`src/rtl/lsu_pkg.sv`:
```
// Shared definitions for the load/store unit.
// Holds the memory-operation encoding, its width, the LSU FSM state type
// and small helpers that classify an operation and give its access size.
package lsu_pkg;

  localparam int MEMOP_WIDTH = 4;

  typedef enum logic [MEMOP_WIDTH-1:0] {
    MEM_NONE = 4'd0,
    MEM_LB   = 4'd1,
    MEM_LH   = 4'd2,
    MEM_LW   = 4'd3,
    MEM_LD   = 4'd4,
    MEM_LBU  = 4'd5,
    MEM_LHU  = 4'd6,
    MEM_LWU  = 4'd7,
    MEM_SB   = 4'd8,
    MEM_SH   = 4'd9,
    MEM_SW   = 4'd10,
    MEM_SD   = 4'd11
  } memop_t;

  typedef enum logic [1:0] {
    IDLE = 2'd0,
    REQ  = 2'd1,
    DONE = 2'd2
  } lsu_state_t;

  function automatic logic is_load(memop_t op);
    return op inside {MEM_LB, MEM_LH, MEM_LW, MEM_LD, MEM_LBU, MEM_LHU, MEM_LWU};
  endfunction

  function automatic logic is_store(memop_t op);
    return op inside {MEM_SB, MEM_SH, MEM_SW, MEM_SD};
  endfunction

  // log2 of the access width in bytes; non-memory encodings report 0 so they
  // can never be flagged as misaligned.
  function automatic logic [1:0] op_size(memop_t op);
    logic [1:0] sz;
    sz = 2'd0;
    case (op)
      MEM_LH, MEM_LHU, MEM_SH: sz = 2'd1;
      MEM_LW, MEM_LWU, MEM_SW: sz = 2'd2;
      MEM_LD, MEM_SD:          sz = 2'd3;
      default:                 sz = 2'd0;
    endcase
    return sz;
  endfunction

endpackage

```
`src/rtl/lsu_mem_align.sv`:
```
// mem_align: purely combinational byte-lane logic for the LSU.
// Ports:
//   acc_op, acc_off      operation and low address bits of the op being accepted
//   acc_misalign         that op is a misaligned half/word/double access
//   op, off              latched operation and low address bits
//   store_data           latched rs2 value
//   resp_data            raw data-bus response
//   size                 bus access size (0 byte .. 3 double)
//   strobe               byte-enable lanes for stores, 0 for loads
//   wdata                store data moved onto its byte lanes
//   load_data            response data extracted and sign/zero extended
module mem_align
  import lsu_pkg::*;
(
  input  logic [MEMOP_WIDTH-1:0] acc_op,
  input  logic [2:0]             acc_off,
  output logic                   acc_misalign,
  input  logic [MEMOP_WIDTH-1:0] op,
  input  logic [2:0]             off,
  input  logic [63:0]            store_data,
  input  logic [63:0]            resp_data,
  output logic [2:0]             size,
  output logic [7:0]             strobe,
  output logic [63:0]            wdata,
  output logic [63:0]            load_data
);

  memop_t      acc_kind;
  memop_t      kind;
  logic [1:0]  sz;
  logic [5:0]  bit_shift;
  logic [63:0] shifted;
  logic [7:0]  base_strobe;

  assign acc_kind  = memop_t'(acc_op);
  assign kind      = memop_t'(op);
  assign sz        = op_size(kind);
  assign size      = {1'b0, sz};
  assign bit_shift = {off, 3'b000};
  assign shifted   = resp_data >> bit_shift;
  assign wdata     = store_data << bit_shift;

  // Alignment only depends on the low address bits the access width spans.
  always_comb begin
    acc_misalign = 1'b0;
    case (op_size(acc_kind))
      2'd1:    acc_misalign = acc_off[0];
      2'd2:    acc_misalign = |acc_off[1:0];
      2'd3:    acc_misalign = |acc_off;
      default: acc_misalign = 1'b0;
    endcase
  end

  always_comb begin
    base_strobe = 8'h01;
    case (sz)
      2'd1:    base_strobe = 8'h03;
      2'd2:    base_strobe = 8'h0F;
      2'd3:    base_strobe = 8'hFF;
      default: base_strobe = 8'h01;
    endcase
    strobe = is_store(kind) ? (base_strobe << off) : 8'h00;
  end

  always_comb begin
    load_data = 64'd0;
    case (kind)
      MEM_LB:  load_data = {{56{shifted[7]}},  shifted[7:0]};
      MEM_LH:  load_data = {{48{shifted[15]}}, shifted[15:0]};
      MEM_LW:  load_data = {{32{shifted[31]}}, shifted[31:0]};
      MEM_LD:  load_data = shifted;
      MEM_LBU: load_data = {56'd0, shifted[7:0]};
      MEM_LHU: load_data = {48'd0, shifted[15:0]};
      MEM_LWU: load_data = {32'd0, shifted[31:0]};
      default: load_data = 64'd0;
    endcase
  end

endmodule

```
`src/rtl/lsu.sv`:
```
// lsu: load/store unit sitting between the ALU and the data bus.
// Accepts one operation at a time, issues at most one bus request, and
// presents the writeback payload until the consumer takes it.
// Ports:
//   clk, reset                         clock, synchronous active-high reset
//   in_valid/in_ready                  operation handshake from the ALU
//   alu_data, store_data, mem_op       address or result, rs2, operation
//   rd, wen                            destination register and write enable
//   dreq_*                             data-bus request
//   dresp_data_ok, dresp_data          data-bus response
//   out_valid/out_ready                writeback handshake
//   out_data, out_rd, out_wen, misalign writeback payload
module lsu
  import lsu_pkg::*;
(
  input  logic                   clk,
  input  logic                   reset,
  input  logic                   in_valid,
  output logic                   in_ready,
  input  logic [63:0]            alu_data,
  input  logic [63:0]            store_data,
  input  logic [MEMOP_WIDTH-1:0] mem_op,
  input  logic [4:0]             rd,
  input  logic                   wen,
  output logic                   dreq_valid,
  output logic [63:0]            dreq_addr,
  output logic [2:0]             dreq_size,
  output logic [7:0]             dreq_strobe,
  output logic [63:0]            dreq_data,
  input  logic                   dresp_data_ok,
  input  logic [63:0]            dresp_data,
  output logic                   out_valid,
  input  logic                   out_ready,
  output logic [63:0]            out_data,
  output logic [4:0]             out_rd,
  output logic                   out_wen,
  output logic                   misalign
);

  lsu_state_t state, state_next;

  memop_t      in_op;
  memop_t      op_q;
  logic [63:0] addr_q;
  logic [63:0] store_q;
  logic [63:0] result_q;
  logic [4:0]  rd_q;
  logic        wen_q;
  logic        mis_q;

  logic        accept;
  logic        in_is_mem;
  logic        acc_misalign;
  logic        in_req;
  logic        in_done;
  logic        resp_fire;
  logic [2:0]  size;
  logic [7:0]  strobe;
  logic [63:0] wdata;
  logic [63:0] load_data;

  assign in_op     = memop_t'(mem_op);
  assign in_is_mem = is_load(in_op) | is_store(in_op);
  assign in_ready  = (state == IDLE);
  assign accept    = in_valid & in_ready;
  assign in_req    = (state == REQ);
  assign in_done   = (state == DONE);
  assign resp_fire = in_req & dresp_data_ok;

  mem_align u_mem_align (
    .acc_op       (mem_op),
    .acc_off      (alu_data[2:0]),
    .acc_misalign (acc_misalign),
    .op           (op_q),
    .off          (addr_q[2:0]),
    .store_data   (store_q),
    .resp_data    (dresp_data),
    .size         (size),
    .strobe       (strobe),
    .wdata        (wdata),
    .load_data    (load_data)
  );

  always_ff @(posedge clk) begin
    if (reset) state <= IDLE;
    else       state <= state_next;
  end

  // Non-memory and misaligned ops skip the bus entirely and report next cycle.
  always_comb begin
    state_next = state;
    case (state)
      IDLE: if (accept) state_next = (!in_is_mem || acc_misalign) ? DONE : REQ;
      REQ:  if (dresp_data_ok) state_next = DONE;
      DONE: if (out_ready) state_next = IDLE;
      default: state_next = IDLE;
    endcase
  end

  // The result register carries the ALU value for non-memory ops and is
  // overwritten by the extracted load data when the bus answers; stores and
  // misaligned ops leave it at zero.
  always_ff @(posedge clk) begin
    if (reset) begin
      op_q     <= MEM_NONE;
      addr_q   <= 64'd0;
      store_q  <= 64'd0;
      result_q <= 64'd0;
      rd_q     <= 5'd0;
      wen_q    <= 1'b0;
      mis_q    <= 1'b0;
    end else if (accept) begin
      op_q     <= in_op;
      addr_q   <= alu_data;
      store_q  <= store_data;
      result_q <= in_is_mem ? 64'd0 : alu_data;
      rd_q     <= rd;
      wen_q    <= wen;
      mis_q    <= acc_misalign;
    end else if (resp_fire) begin
      result_q <= is_load(op_q) ? load_data : 64'd0;
    end
  end

  // Outputs are gated by state so that idle and reset leave everything at zero.
  assign dreq_valid  = in_req;
  assign dreq_addr   = in_req ? addr_q : 64'd0;
  assign dreq_size   = in_req ? size   : 3'd0;
  assign dreq_strobe = in_req ? strobe : 8'd0;
  assign dreq_data   = in_req ? wdata  : 64'd0;

  assign out_valid = in_done;
  assign out_data  = in_done ? result_q : 64'd0;
  assign out_rd    = in_done ? rd_q : 5'd0;
  assign out_wen   = in_done & wen_q & ~mis_q & ~is_store(op_q);
  assign misalign  = in_done & mis_q;

endmodule
```
`config.mk`:
```
export PLATFORM = sky130hd
export DESIGN_NAME = lsu
export DESIGN_NICKNAME = d
export VERILOG_FILES = /design/src/rtl/lsu_pkg.sv /design/src/rtl/lsu_mem_align.sv /design/src/rtl/lsu.sv
export SDC_FILE = /design/constraint.sdc
export NUM_CORES = 1
export LEC_CHECK = 0
export CORE_UTILIZATION = 50
export CTS_BUF_LIST = sky130_fd_sc_hd__clkbuf_2 sky130_fd_sc_hd__clkbuf_4 sky130_fd_sc_hd__clkbuf_8
export DETAILED_ROUTE_END_ITERATION = 8
export MAX_ROUTING_LAYER = met4
export PLACE_DENSITY = 0.83
export SETUP_SLACK_MARGIN = 0.4
export SLEW_MARGIN = 5
export SYNTH_ARGS = -nofsm -noshare
export SYNTH_HDL_FRONTEND = slang
export SYNTH_HIERARCHICAL = 1
export SYNTH_SLANG_ARGS = --single-unit
export TNS_END_PERCENT = 5
```
`constraint.sdc`:
```
create_clock -name clk -period 3.25 [get_ports clk]
set_input_delay 0.4875 -clock clk [delete_from_list [all_inputs] [get_ports clk]]
set_output_delay 0.4875 -clock clk [all_outputs]
set_load 0.02 [all_outputs]
```
==> results of run 1 <==
-- placed cells by master (no fill, tap or decap), drive strengths merged, types with 2 or more instances in the layout --
cell and n:
ha 8, o21ai 59, nand4b 64, nor3 8, nor2 81, a21o 4, dfxtp 205, nand3 3
and3 140, and2 83, clkinv 3, nand2b 5, diode 9, inv 15, clkdlybuf4s15 2, nand2 380
a21oi 252, mux2i 97, a311oi 64, nor4 3, dlymetal6s2s 7, mux2 29, or2 3, a211oi 15
nor2b 22, o211ai 65, dlygate4sd2 14, o21a 2, nand3b 10, a22oi 3, clkdlybuf4s50 386, mux4 31
clkbuf 63, a31oi 7, buf 99, o22ai 16
-- Yosys cell counts (2+ instances only) --
| cell type | instances | area [um^2] |
|---|---|---|
| nor2b_1 | 22 | 138 |
| a22oi_1 | 3 | 22.5 |
| a211oi_1 | 15 | 113 |
| nand3_1 | 3 | 15.0 |
| mux2_2 | 28 | 315 |
| a311oi_2 | 30 | 450 |
| inv_1 | 14 | 52.6 |
| nand4b_1 | 64 | 561 |
| buf_6 | 16 | 180 |
| o21a_1 | 2 | 15.0 |
| nand2b_1 | 5 | 31.3 |
| o21ai_0 | 59 | 295 |
| mux2i_1 | 97 | 971 |
| mux4_2 | 31 | 698 |
| nor2_1 | 80 | 300 |
| a31oi_1 | 7 | 43.8 |
| o211ai_1 | 65 | 488 |
| buf_4 | 14 | 105 |
| and3_1 | 139 | 870 |
| clkbuf_1 | 105 | 394 |
| a21oi_1 | 252 | 1260 |
| buf_1 | 14 | 52.6 |
| dfxtp_1 | 205 | 4100 |
| ha_1 | 8 | 100 |
| buf_2 | 69 | 345 |
| a21o_1 | 4 | 30.0 |
| or2_2 | 3 | 18.8 |
| a311oi_1 | 34 | 298 |
| nor3_1 | 7 | 35.0 |
| nand3b_1 | 10 | 75.1 |
| nor4_1 | 2 | 12.5 |
| nand2_1 | 380 | 1430 |
| o22ai_1 | 16 | 100 |
| and2_1 | 83 | 519 |
-- registers in the layout, indices dropped and copies added, names as in the netlist --
signal,cells
mis_q,1
state,2
store_q,64
rd_q,5
wen_q,1
addr_q,64
result_q,64
op_q,4
-- worst min-delay path by stage --
stage / slack, ns / from / endpoint
finish: 0.40 / reset / addr_q[16]
global route: 0.41 / reset / addr_q[21]
CTS: 0.40 / reset / addr_q[63]
detailed placement: 0.44 / addr_q[44] / addr_q[44]
global placement: 0.44 / addr_q[47] / addr_q[47]
floorplan: 0.43 / rd_q[0] / rd_q[0]
-- power groups by stage --
stage / Clock [mW] / Combinational [mW] / Sequential [mW]
6_report: 2.80 / 2.77 / 2.96
5_1_grt: 2.92 / 2.93 / 2.98
4_1_cts: 2.81 / 2.68 / 2.95
3_5_place_dp: 0 / 2.55 / 3.03
3_3_place_gp: 0 / 2.50 / 3.02
2_1_floorplan: 0 / 1.71 / 2.90
-- layout make-up --
class                      count  area, um^2
inverter                      14        62.6
sequential                   205        4130
multi-input combinational   1469        9610
tap                          384         480
fill                        2318        8510
clock buffer                  63         786
antenna                        9        22.5
clock inverter                 6        67.6
timing repair buffer         508        5110
-- layer usage --
metal / vias to the layer above / global-route usage, %
met5: - / -
met4: 0 / 18.4
met3: 167 / 6.11
met2: 1008 / 63.0
met1: 7905 / 47.4
li1: 7500 / -
-- timing repair --
item	4_1_cts	5_1_grt
gates resized for setup	64	30
endpoints found under the setup margin	198	180
setup buffers	24	3
pin swaps	7	10
-- worst max-delay path, stage by stage, from the launching register on --
cell and delay (ns):
dfxtp_4 0.40, buf_12 0.15, buf_12 0.15, or2_2 0.40, nor2_1 0.20, and3_1 0.17
clkdlybuf4s50_1 0.59
-- per-stage QoR --
stage | total power, mW | instances | worst slack, ns
after floorplan | 4.61 | 1906 | 0.757
after global placement | 5.52 | 2553 | 0.334
after detailed placement | 5.58 | 2553 | 0.188
after CTS | 8.44 | 2646 | 0.146
after global routing | 8.83 | 2654 | 0.0956
final | 8.52 | 2658 | 0.119
-- cell families after synthesis --
group | count (synthesis)
AOI/OAI and AO/OA | 496
DFF | 205
muxes | 157
buffers and inverters | 232
other | 1
and+or+nand+nor | 807
adders and majority gates | 8
==> metrics.csv, run 1 <==
metric,value,unit
clk_lat worst skew,0.56,ns
first-pass GRT wire length,90.0,mm
share of synthesized registers carrying an async set or reset,0,%
DRC,0,
vias in the first global route,15700,
post-synthesis adder-cell area fraction,0.684,%
crit start category,flip-flop,
via count,16600,
GP Congestion,0.964,
met2 WL,28.1,mm
Worst Tran Pin Value,0.766,ns
H-tree level count,2,
final core occ,70.4,%
Total Wirelength,59.6,mm
Post-synth EDFFs,0,
register area share after synthesis,28.0,%
skew final,0.0378,ns
cell depth of the worst flop-to-flop path,9,
core area,0.0288,mm^2
Worst R2R Setup Slack,0.54,ns
Internal Power,5.53,mW
CP Launch Point,addr_q[1],
Synth Area per Inst,7.68,um^2
clock-pin slew on the worst setup and hold paths,0.06,ns
final hold violation count,0,
Die Area,0.0300,mm^2
Synth Area in Compound Gates,21.9,%
Seq pwr share,34.7,%
met3 WL,5.21,mm
area growth from synthesis to layout,38.5,%
CTS Hold Bufs,0,
"FF+latch count, synth",205,
crit share post-route,96.3,%
Placed Area,0.0189,mm^2
part of the power in the clock network,32.8,%
main flop type after synthesis,dfxtp_1,
total CTS buffers,38,
multiplexer share of the synthesized area,13.7,%
DR pass1 iterations,8,
leakage power,7.84,nW
highest metal used,met4,
minimum clock period,3.13,ns
Reg-to-Reg End,result_q[14],
die width,173,um
crit path max fanout,20,
I/O pin count,420,
simple-gate share of the synthesized area,28.0,%
worst r2r src,addr_q[1],
RSZ-0062 raised after global routing,yes,
global route overflow,0,
CP Data Required Time,2.76,ns
share of layout cells above drive strength 1,13.8,%
wl on met1,23.4,mm
initial antenna violation count,5,
Syn Inst Count,1906,
FMAX,319,MHz
Final Max Tran Viols,0,
Final Setup Violations,0,
CTS tree,built,
Hold WS,0.398,ns
Rows,62,
Die Y-Extent,173,um
Synthesis Warnings,6,
status,finished clean,
I/O Buffers,418,
Nets,2451,
Sw Ratio,35.1,%
largest net degree at the start of global routing,91,
VDD IR max,275,uV
synthesized netlist net count,2121,
Min-Delay Path Class,primary input to flip-flop,
DP HPWL,41.5,mm
PD cells,420,mW/mm^2
Synth cell types,54,
WP data arrival,2.64,ns
Setup TNS,0,ns
worst rel slew slack,48.9,%
post-route cell area,0.0203,mm^2
post-route ant nets,0,
logic gate share of total power,32.5,%
Routed WL per cell,22.4,um
crit path capture type,output pin,
Detailed Route Iter0 Violations,1846,
main combinational cell family by area after synthesis,simple AND/OR/NAND/NOR gates,
Longest Clk Path Bufs,3,
synthesized area,0.0146,mm^2
Setup CP Type,flip-flop to output pin,
clock root buffer,clkbuf_8,
switching power,2.99,mW
CTS Sinks,205,
max cap viols,0,
Vias/cell,6.24,
hold path depth,2,
all-layer global routing usage,38.9,%
Initial Util,50.9,%
Critical Path End,dreq_data[12],
Synth Area in XOR/XNOR,0,%
Note: power is estimated with default switching activity, not from simulation.
==> run 2, diff against run 1 <==
--- a/config.mk
+++ b/config.mk
@@ -11,7 +11,7 @@
 export MAX_ROUTING_LAYER = met4
 export PLACE_DENSITY = 0.83
 export SETUP_SLACK_MARGIN = 0.4
-export SLEW_MARGIN = 5
+export SLEW_MARGIN = 30
 export SYNTH_ARGS = -nofsm -noshare
 export SYNTH_HDL_FRONTEND = slang
 export SYNTH_HIERARCHICAL = 1
==> results of run 2 <==
Final layout, timing and power as in run 1 (identical DEF).
